===== src/rtl/bram_fifo_ctrl.sv =====
// Single-clock FIFO controller driving a simple dual-port BRAM; pop data arrives 1 cycle after rd_en.
// No stall path: pushes while full and pops while empty are dropped and flagged in sticky overflow/underflow.
module bram_fifo_ctrl #(
  parameter int DATA_WIDTH = 32,
  parameter int ADDR_WIDTH = 10,
  parameter int AF_LEVEL   = (2**ADDR_WIDTH) - 4,
  parameter int AE_LEVEL   = 4
) (
  input  logic                  clk,
  input  logic                  rst_n,
  input  logic                  wr_en,
  input  logic [DATA_WIDTH-1:0] wr_data,
  output logic                  full,
  output logic                  almost_full,
  input  logic                  rd_en,
  output logic [DATA_WIDTH-1:0] rd_data,
  output logic                  rd_valid,
  output logic                  empty,
  output logic                  almost_empty,
  output logic [ADDR_WIDTH:0]   count,
  output logic                  overflow,
  output logic                  underflow,
  output logic                  bram_ena,
  output logic [ADDR_WIDTH-1:0] bram_addra,
  output logic [DATA_WIDTH-1:0] bram_dina,
  output logic                  bram_enb,
  output logic [ADDR_WIDTH-1:0] bram_addrb,
  input  logic [DATA_WIDTH-1:0] bram_doutb
);

  localparam int CW = ADDR_WIDTH + 1;
  localparam int DEPTH = 2**ADDR_WIDTH;
  localparam logic [CW-1:0] DEPTH_C = CW'(DEPTH);
  localparam logic [CW-1:0] AF_C    = CW'(AF_LEVEL);
  localparam logic [CW-1:0] AE_C    = CW'(AE_LEVEL);

  logic [ADDR_WIDTH-1:0] wr_ptr_q, wr_ptr_d;
  logic [ADDR_WIDTH-1:0] rd_ptr_q, rd_ptr_d;
  logic [CW-1:0]         count_q, count_d;
  logic                  rd_valid_q, rd_valid_d;
  logic                  overflow_q, overflow_d;
  logic                  underflow_q, underflow_d;
  logic                  wr_acc, rd_acc;

  // Flags decode the registered count, so acceptance never depends on the same-cycle opposite op.
  assign full         = (count_q == DEPTH_C);
  assign empty        = (count_q == '0);
  assign almost_full  = (count_q >= AF_C);
  assign almost_empty = (count_q <= AE_C);

  always_comb begin
    wr_acc      = wr_en & ~full;
    rd_acc      = rd_en & ~empty;
    wr_ptr_d    = wr_ptr_q;
    rd_ptr_d    = rd_ptr_q;
    count_d     = count_q;
    rd_valid_d  = rd_acc;
    overflow_d  = overflow_q | (wr_en & full);
    underflow_d = underflow_q | (rd_en & empty);
    if (wr_acc) wr_ptr_d = wr_ptr_q + ADDR_WIDTH'(1);
    if (rd_acc) rd_ptr_d = rd_ptr_q + ADDR_WIDTH'(1);
    case ({wr_acc, rd_acc})
      2'b10:   count_d = count_q + CW'(1);
      2'b01:   count_d = count_q - CW'(1);
      default: count_d = count_q;
    endcase
  end

  always_ff @(posedge clk) begin
    if (!rst_n) begin
      wr_ptr_q    <= '0;
      rd_ptr_q    <= '0;
      count_q     <= '0;
      rd_valid_q  <= 1'b0;
      overflow_q  <= 1'b0;
      underflow_q <= 1'b0;
    end else begin
      wr_ptr_q    <= wr_ptr_d;
      rd_ptr_q    <= rd_ptr_d;
      count_q     <= count_d;
      rd_valid_q  <= rd_valid_d;
      overflow_q  <= overflow_d;
      underflow_q <= underflow_d;
    end
  end

  // Enables are gated by rst_n so the BRAM sees no access while the pointers are being cleared.
  assign bram_ena   = wr_acc & rst_n;
  assign bram_addra = wr_ptr_q;
  assign bram_dina  = wr_data;
  assign bram_enb   = rd_acc & rst_n;
  assign bram_addrb = rd_ptr_q;

  assign rd_data   = bram_doutb;
  assign rd_valid  = rd_valid_q;
  assign count     = count_q;
  assign overflow  = overflow_q;
  assign underflow = underflow_q;

endmodule


===== config.mk =====
export PLATFORM = sky130hd
export DESIGN_NAME = bram_fifo_ctrl
export DESIGN_NICKNAME = d
export VERILOG_FILES = /design/src/rtl/bram_fifo_ctrl.sv
export SDC_FILE = /design/constraint.sdc
export NUM_CORES = 1
export LEC_CHECK = 0
export ABC_AREA = 1
export CAP_MARGIN = 20
export CORE_AREA = 3 3 86 88
export DETAILED_ROUTE_END_ITERATION = 8
export DIE_AREA = 0 0 89 91
export HOLD_SLACK_MARGIN = 0.02
export PLACE_DENSITY = 0.84
export SETUP_SLACK_MARGIN = 0.05
export SYNTH_ARGS = -nofsm -noshare
export SYNTH_HDL_FRONTEND = slang
export SYNTH_SLANG_ARGS = --single-unit

===== constraint.sdc =====
create_clock -name clk -period 5.1 [get_ports clk]
set_input_delay 1.275 -clock clk [delete_from_list [all_inputs] [get_ports clk]]
set_output_delay 1.275 -clock clk [all_outputs]
set_load 0.01 [all_outputs]

# Yosys cells after proc, flatten, opt, wreduce, memory -nomap -nowiden
# Index checks and enable logic that the tools add are counted.
# word_totals
wordCells	28
output_inout_bits	104
input_bits	68
register_bits	34
# op_classes
reduce_logical	2
magnitude_cmp	2
n_addsub	4
n_bitwise	10
n_eq_ne	3
mux	1
# op_table
op	count
11-bit one-hot mux with 2 select lines	1
10-bit by 1-bit adder with 10-bit output (second input constant)	2
11-bit by 1-bit adder with 11-bit output (second input constant)	1
11-bit equality test (second input constant)	1
11-bit by 10-bit >= comparator with 1-bit output (second input constant)	1
11-bit by 3-bit less-or-equal comparator with 1-bit output (second input constant)	1
11-bit zero test	1
11-bit by 1-bit subtractor with 11-bit output (second input constant)	1
1-bit AND	6
2-bit by 1-bit equality test with 1-bit output (second input constant)	1
2-bit equality test (second input constant)	1
1-bit NOT	2
1-bit OR	2
2-bit nonzero test	1

# Logic depth before layout (Yosys ltp)
# Gate-level depths: netlist of run 1.
# logic_depth
depth_word	5
ltp_mapped	18
depth_no_buf	18

# Worst setup path after synthesis of run 1
# OpenSTA, ideal clock, no wires.
# synth_path
path_type	input to output
startpoint	input port rst_n
endpoint	output port bram_ena
t_arrival_ns	1.873
n_path_buf	2
t_required_ns	3.825
path_stages	4
path_slack_ns	1.952
path_cell_list	buf_2 inv_2 buf_2 nor2_1
# synth_between
elab_chain_cells	1
# synth_rtl
item	line	source
from (decl)	10	input logic rst_n,
1-bit AND	88	assign bram_ena = wr_acc & rst_n;
to (decl)	23	output logic bram_ena,
# No other way between the ends.

# Worst setup path after layout of run 1
# Ends and elaborated chain as after synthesis.

==> results of run 1 <==
-- sequential cells by signal (all words and copies together), names as in the netlist --
register    flops
bram_addrb     10
bram_addra     10
rd_valid        1
overflow        1
count          11
underflow       1
-- layout by cell type, fill, tap and decap left out, types with 8 or more instances in the layout --
master and n:
inv_1 45, xor2_1 14, nor3_1 9, clkdlybuf4s50_1 43, nand2_1 83, clkbuf_8 8, nand3_1 24, a21oi_1 19
a21oi_2 11, o21ai_0 13, nor2_1 33, nand2_2 14, ha_1 12, dfxtp_1 34
-- tightest hold or removal path, delay by kind of cell, from the launching register on --
family	cells	cell delay, ps
compound gates	1	50
buf+inv	1	50
flops	1	310
-- cells by family after synthesis --
group,Yosys count,synth area share
compound gates,45,0.0985
xor+xnor,16,0.0509
buf+inv,118,0.261
flops,34,0.247
simple gates,174,0.281
fa+ha+maj,13,0.0618
-- cell type report --
class / count / area [µm²]
fillers: 665 / 3850
clock buffers: 8 / 110
multi-input cells: 248 / 1360
inverters: 48 / 180
flip-flops and latches: 34 / 681
repair buffers: 44 / 438
well taps: 80 / 100
-- metal layers --
layer	GRT usage	vias to the layer above
met5	0	-
met4	0.0682	0
met3	0.0490	23
met2	0.255	84
met1	0.176	1081
li1	-	1153
-- worst max path at each step --
stage / startpoint / end / slack, ps / cells past startpoint
detailed placement: rst_n / bram_ena / 970 / 4
global route: rst_n / bram_ena / 870 / 4
finish: rst_n / bram_ena / 950 / 4
global placement: rst_n / bram_enb / 1030 / 4
floorplan: rst_n / bram_ena / 1950 / 4
CTS: rst_n / bram_ena / 960 / 4
-- report_power, final --
part | total, mW | switching (mW) | internal (mW)
logic | 0.494 | 0.284 | 0.210
registers | 0.366 | 0.0608 | 0.305
clock network | 0.239 | 0.103 | 0.136
-- metrics by stage --
step	util	std cells
after floorplan	-	400
after global placement	0.410	454
after detailed placement	0.410	454
after CTS	0.426	462
after global routing	0.426	462
final	0.426	462
==> summary.md, run 1 <==
| Metric | Value |
|---|---|
| Status | finished, final reports clean |
| CP max stage delay | 640 ps |
| DIE WIDTH | just under 90 µm |
| CP arrival | ~2900 ps |
| Global-route wire length before repair | around 10,000 µm |
| I/O pin total | about 170 |
| Largest net degree at the start of global routing | 19 |
| Final #Nets | ~460 |
| Met2 wire length | 2920 µm |
| Startpoint types | input pin |
| Final period util | 0.813 |
| Via Count | ~2,300 |
| Initial Util | 0.410 |
| TNS Setup | 0 ps |
| CP max-delay cell | clkdlybuf4s50_1 |
| Hpwl dp | between 4000 and 5000 µm |
| Clk Latency, worst-skew pair | slightly below 300 ps |
| Hold WS | 455 ps |
| Ys Warns | 0 |
| Max FO, Critical Path | 18 |
| Count leader, synth | nand2_1 |
| ANT cells | 0 |
| CTS tree | done |
| CP top delay family | buffers and inverters |
| Vias/cell | between 5 and 6 |
| Syn-to-layout area delta | 3.95% |
| Clk sinks | 34 |
| Pins over their slew limit | 0 |
| Core area | between 6000 and 7000 µm² |
| Crit path cell chain | clkdlybuf4s50_1 -> inv_2 -> nor2_1 -> clkdlybuf4s50_1 |
| Cell seen most often among critical-path stages | clkdlybuf4s50_1 |
| Crit path time final | between 4000 and 5000 ps |
| Post-cts sizing count | 0 |
| Reg clk slew, reported paths | around 70 ps |
| Port bufs | 43 |
| Max-capacitance violation count | 0 |
| Synth area leaders | dfxtp_1, buf_4, nand2_1 |
| Design area | approximately 2900 µm² |
| CTS Hold Bufs | 0 |
| WL/cell | roughly 13 µm |
| Async SR Flop Fraction | 0 |
| Hold EP | overflow |
| Worst Setup End Kind | primary output |
| Routed WL | between 6000 and 7000 µm |
| Unrepaired setup endpoints after global routing | no |
| TritonCTS buffer count | 5 |
| Vias in the first global route | between 2,000 and 2,500 |
| Hold Vio Cnt, Final | 0 |
| Commonest cells post-synth | nand2_1, buf_4, inv_1 |
| Cell taking the most area after synthesis | dfxtp_1 |
| WS Path Type | input pin to primary output |
| Clock Path Buffers | 2 |
| DRT met1 WL | between 2000 and 3000 µm |
| Total setup buffers inserted after CTS | 0 |
| EDFF count, synth | 0 |
| Slew HR | 0.659 |
| Measured slew at the worst slew-check pin | between 500 and 600 ps |
| Gr ovfl total | 0 |
| Initial DRC Count | 108 |
| Chip height | 91 µm |
| Worst Path Required | 3830 ps |
| Average size of a mapped cell | 6.89 µm² |
| Detail Route Antenna Nets | 0 |
| Gpl congestion | just under 0.9 |
| LEAKAGE | around 1.3 nW |
| Worst R2R Setup Slack | roughly 2100 ps |
| R2R Path Start | count[10] |
| Layout cell share with drive strength beyond 1 | 0.105 |
| Initial antenna violation count | 0 |
| Most used DFF post-synth | dfxtp_1 |
| FF-to-FF End | count[8] |
| Top cell type's share of synthesized area | 0.247 |
| Yosys reg bits | 34 |
| DRC viols | 0 |
| Count of cell types in the netlist | 27 |
| CP bufs+invs | 3 |
| Pwr/cell area | between 300 and 400 nW/µm² |
| Dpl ws | 966 ps |
| Worst Hold Class | flip-flop to flip-flop |
| FP Rows | 30 |
| GRT Overall Usage | 0.153 |
| Top layer in use | met4 |
| Hold Path Stages | 2 |
| Sequential share of the synthesized area | 0.247 |
| Peak supply drop | approximately 0.00023 V |
| Setup WS post-layout | about 950 ps |
| Cell Area, Synth | 2760 µm² |
| Register-to-Register Path Depth | 16 |
| DR pass1 iterations | 4 |
| Hold Path Origin | overflow |
| Post-Place Cell Area | about 2800 µm² |
| Synth Instances | 400 |
| DIE AREA | a little over 8000 µm² |
| Fmax | 241 MHz |
| Worst Skew | approximately 6.6 ps |
| WL met3 | 457 µm |
| Root Buffer | clkbuf_8 |
| Setup violators final | 0 |
| H-tree depth | 2 |
| Syn_nets | approximately 480 |
| Pwr Total | roughly 1.1 mW |
Power figures use the tool's default switching activity.
==> inputs of run 2 (changes only) <==
Settings changed: CORE_AREA 3 3 86 88 to 3 3 95 97, DIE_AREA 0 0 89 91 to 0 0 98 100, PLACE_DENSITY 0.84 to 0.73.
Clock period 5.1 ns to 3.5 ns, I/O delays scaled along.
==> summary.md, run 2 (synthesized netlist as in run 1, its figures left out) <==
| Metric | Value |
|---|---|
| Vias/cell | about 4.7 |
| DIE AREA | between 9000 and 10,000 µm² |
| Status | finished, final reports clean |
| Crit path time final | roughly 3200 ps |
| CP max-delay cell | clkdlybuf4s50_1 |
| Clk sinks | 34 |
| Setup WS post-layout | ~340 ps |
| Fmax | roughly 320 MHz |
| Pwr/cell area | ~540 nW/µm² |
| Number of fill cells | slightly below 900 |
| Clk Latency, worst-skew pair | 280 ps |
| Measured slew at the worst slew-check pin | around 490 ps |
| Largest net degree at the start of global routing | 20 |
| Root Buffer | clkbuf_8 |
| Worst Hold Class | flip-flop to flip-flop |
| Cell seen most often among critical-path stages | clkdlybuf4s50_1 |
| Vias in the first global route | between 2,000 and 2,500 |
| Pins over their slew limit | 0 |
| Global-route wire length before repair | about 10000 µm |
| R2R Path Start | count[10] |
| Routed WL | 5980 µm |
| LEAKAGE | around 1.3 nW |
| Core area | ~8200 µm² |
| Clock Power Share | 0.198 |
| Max FO, Critical Path | 8 |
| Gpl congestion | 0.924 |
| Layout cell share with drive strength beyond 1 | 0.111 |
| Most frequent cells in the layout | nand2_1, inv_1, clkdlybuf4s50_1 |
| Initial antenna violation count | 0 |
| DRC viols | 0 |
| Chip height | about 100 µm |
| Via Count | ~2,300 |
| CP arrival | about 2300 ps |
| Initial Util | 0.335 |
| ANT cells | 0 |
| CTS Hold Bufs | 0 |
| Startpoint types | input pin |
| Worst Skew | between 10 and 15 ps |
| Sequential power share | 0.339 |
| Commonest non-fill, non-tap cell in the layout | nand2_1 |
| Worst Setup End Kind | primary output |
| Port bufs | between 40 and 50 |
| Crit path cell chain | clkdlybuf4s50_1 -> inv_2 -> buf_4 -> nor2_1 -> clkdlybuf4s50_1 |
| FP Rows | 33 |
| DIE WIDTH | about 100 µm |
| WS Path Type | input pin to primary output |
| CP max stage delay | 550 ps |
| CTS tree | done |
| Final period util | 0.904 |
| Total setup buffers inserted after CTS | 0 |
| Post-cts sizing count | 0 |
| CP top delay family | buffers and inverters |
| Max-capacitance violation count | 0 |
| Worst Path Required | approximately 2600 ps |
| Setup violators final | 0 |
| CP bufs+invs | 4 |
| Syn-to-layout area delta | 5.50% |
| TNS Setup | 0 ps |
| DR pass1 iterations | 4 |
| Sw Ratio | 0.416 |
| Number of flip-flops in the largest register | 11 |
| Register-to-Register Path Depth | 16 |
| P_int | roughly 0.92 mW |
| Combinational share of power | 0.463 |
| Hold WS | roughly 460 ps |
| GRT Overall Usage | 0.122 |
| Initial DRC Count | roughly 130 |
| Final #Nets | about 470 |
| Worst R2R Setup Slack | about 650 ps |
| Hpwl dp | approximately 4600 µm |
| I/O pin total | about 170 |
| Hold EP | overflow |
| Detail Route Antenna Nets | 0 |
| Reg clk slew, reported paths | about 70 ps |
| Hold Path Stages | 2 |
| Slew HR | 0.671 |
| Pwr Total | between 1.5 and 2 mW |
| Gr ovfl total | 0 |
| Worst Setup SP | rst_n |
| Clock Path Buffers | 2 |
| Unrepaired setup endpoints after global routing | no |
| Peak supply drop | 0.000300 V |
| TritonCTS buffer count | 5 |
| H-tree depth | 2 |
| Hold Vio Cnt, Final | 0 |
| WL/cell | ~12 µm |
| P_sw | about 0.65 mW |
| Hold Path Origin | overflow |
| FF-to-FF End | count[8] |
| Dpl ws | around 93 ps |
## run 2: per-stage QoR
step,std cells,area (µm²),util
final,491,2910,0.354
after floorplan,400,2760,-
after CTS,491,2910,0.354
after global routing,491,2910,0.354
after detailed placement,483,2820,0.343
after global placement,483,2820,0.343
## run 2: final cells by class
| class | instances | area (µm²) | share of cell area |
|---|---|---|---|
| Inverter | 48 | 180 | 0.0620 |
| Timing Repair Buffer | 48 | 468 | 0.161 |
| Clock buffer | 7 | 86.3 | 0.0297 |
| Multi-Input combinational cell | 248 | 1360 | 0.466 |
| Clock inverter | 1 | 5.00 | 0.00172 |
| Tap cell | 105 | 131 | 0.0452 |
| Sequential cell | 34 | 681 | 0.234 |
## run 2: power groups by stage
stage	combinational (mW)	sequential [mW]	clock, mW
2_1_floorplan	0.532	0.541	0
6_report	0.726	0.531	0.310
4_1_cts	0.727	0.531	0.319
3_5_place_dp	0.721	0.540	0
3_3_place_gp	0.708	0.538	0
5_1_grt	0.814	0.541	0.337
## run 2: worst min-delay path, cell delays in order (launching register included)
cell	delay (ps)
dfxtp_1	310
inv_1	50
a21oi_1	50
## run 2: how the worst max path moves through the flow
| stage | to | slack, ps | depth (start not counted) |
|---|---|---|---|
| after floorplan | count[8] | 960 | 12 |
| after global placement | count[8] | 210 | 13 |
| after detailed placement | count[8] | 90 | 13 |
| after CTS | bram_ena | 330 | 5 |
| after global routing | count[8] | 180 | 13 |
| final | bram_ena | 340 | 5 |
## run 2: metal layers
layer	routed length [µm]	track usage
met2	2840	0.205
met1	2590	0.149
met3	438	0.0320
met5	0	0
met4	117	0.0458
==> inputs of run 3 (changes only) <==
Settings changed: HOLD_SLACK_MARGIN 0.02 to not set, PLACE_DENSITY 0.73 to 0.76.
==> summary.md, run 3 (synthesized netlist as in run 1, its figures left out) <==
| Metric | Value |
|---|---|
| Clock Path Buffers | 2 |
| Gpl congestion | between 0.8 and 0.9 |
| Reg clk slew, reported paths | about 80 ps |
| Worst Hold Class | flip-flop to flip-flop |
| Final period util | 0.905 |
| ANT cells | 0 |
| Clk Latency, worst-skew pair | between 200 and 300 ps |
| Number of flip-flops in the largest register | 11 |
| Hpwl dp | about 4700 µm |
| Gr ovfl total | 0 |
| Layout cell share with drive strength beyond 1 | 0.111 |
| Vias in the first global route | roughly 2,200 |
| DR pass1 iterations | 4 |
| Total setup buffers inserted after CTS | 0 |
| Clk sinks | 34 |
| Chip height | 100 µm |
| FP Rows | 33 |
| Global-route wire length before repair | 10,200 µm |
| Port bufs | 43 |
| Initial antenna violation count | 0 |
| CTS tree | done |
| Startpoint types | input pin |
| H-tree depth | 2 |
| Fmax | 316 MHz |
| Pins over their slew limit | 0 |
| Dpl ws | ~120 ps |
| Pwr/cell area | 543 nW/µm² |
| Worst Skew | roughly 5.2 ps |
| Slew HR | 0.666 |
| DIE WIDTH | 98 µm |
| Commonest non-fill, non-tap cell in the layout | nand2_1 |
| Via Count | 2,321 |
| Most frequent cells in the layout | nand2_1, inv_1, clkdlybuf4s50_1 |
| CP arrival | approximately 2300 ps |
| WS Path Type | input pin to primary output |
| Peak supply drop | about 0.00024 V |
| GRT Overall Usage | 0.126 |
| CTS Hold Bufs | 0 |
| Core area | between 8000 and 9000 µm² |
| Setup violators final | 0 |
| Max FO, Critical Path | 8 |
| Vias/cell | between 4 and 5 |
| I/O pin total | 172 |
| Initial Util | 0.335 |
| Unrepaired setup endpoints after global routing | no |
| Measured slew at the worst slew-check pin | between 500 and 600 ps |
| DIE AREA | between 9000 and 10,000 µm² |
| LEAKAGE | roughly 1.3 nW |
| Crit path time final | about 3200 ps |
| Hold Vio Cnt, Final | 0 |
| Root Buffer | clkbuf_8 |
| Post-cts sizing count | 0 |
| TritonCTS buffer count | 5 |
| Status | finished, final reports clean |
| DRC viols | 0 |
| Max-capacitance violation count | 0 |
| WL/cell | ~13 µm |
| Initial DRC Count | slightly above 90 |
| Final #Nets | approximately 470 |
| TNS Setup | 0 ps |
| Setup WS post-layout | roughly 330 ps |
| Worst Path Required | between 2000 and 3000 ps |
| Detail Route Antenna Nets | 0 |
| Largest net degree at the start of global routing | 20 |
| Worst Setup End Kind | primary output |
| Syn-to-layout area delta | 5.50% |
| Routed WL | 6210 µm |
## run 3: cell counts in the layout (fill, tap and decap cells not counted)
Identical to the previous run, type by type.
## run 3: critical path: stages
cell and delay [ps]:
clkdlybuf4s50_1 510, inv_2 70, buf_4 170, nor2_1 120
clkdlybuf4s50_1 550
## run 3: layout make-up
type                    instances  area (µm²)
clock inverters                 1        5.00
multi-input cells             248        1360
fillers                       861        5310
clock buffers                   7        86.3
inverters                      48         180
repair buffers                 48         468
well taps                     105         131
flip-flops and latches         34         681
## run 3: path summary, 6_finish.rpt
path / end / start / cells after the start / slack, ps
max: bram_ena / rst_n / 5 / 330
min: underflow / underflow / 2 / 450
min reg2reg: underflow / underflow / 2 / 450
max reg2reg: count[10] / count[8] / 16 / 630
## run 3: where the power goes
group / leakage, nW / internal [mW] / switching (mW)
Sequential: 0.278 / 0.444 / 0.0849
Clock: 0.0482 / 0.159 / 0.160
Combinational: 0.935 / 0.311 / 0.419
## run 3: per-layer routing
metal | routed length, µm | global-route usage | part of all wire
met1 | 2830 | 0.157 | 0.45
met2 | 2890 | 0.208 | 0.47
met3 | 321 | 0.0264 | 0.052
met4 | 170 | 0.0596 | 0.027
met5 | 0 | 0 | 0
## run 3: stage by stage
stage | cell area, µm² | power [mW] | hold slack [ps] | instances | utilization
after CTS | 2910 | 1.58 | 452 | 491 | 0.354
after floorplan | 2760 | 1.07 | 474 | 400 | -
after detailed placement | 2820 | 1.26 | 443 | 483 | 0.343
after global routing | 2910 | 1.70 | 464 | 491 | 0.354
final | 2910 | 1.58 | 452 | 491 | 0.354
after global placement | 2820 | 1.25 | 439 | 483 | 0.343
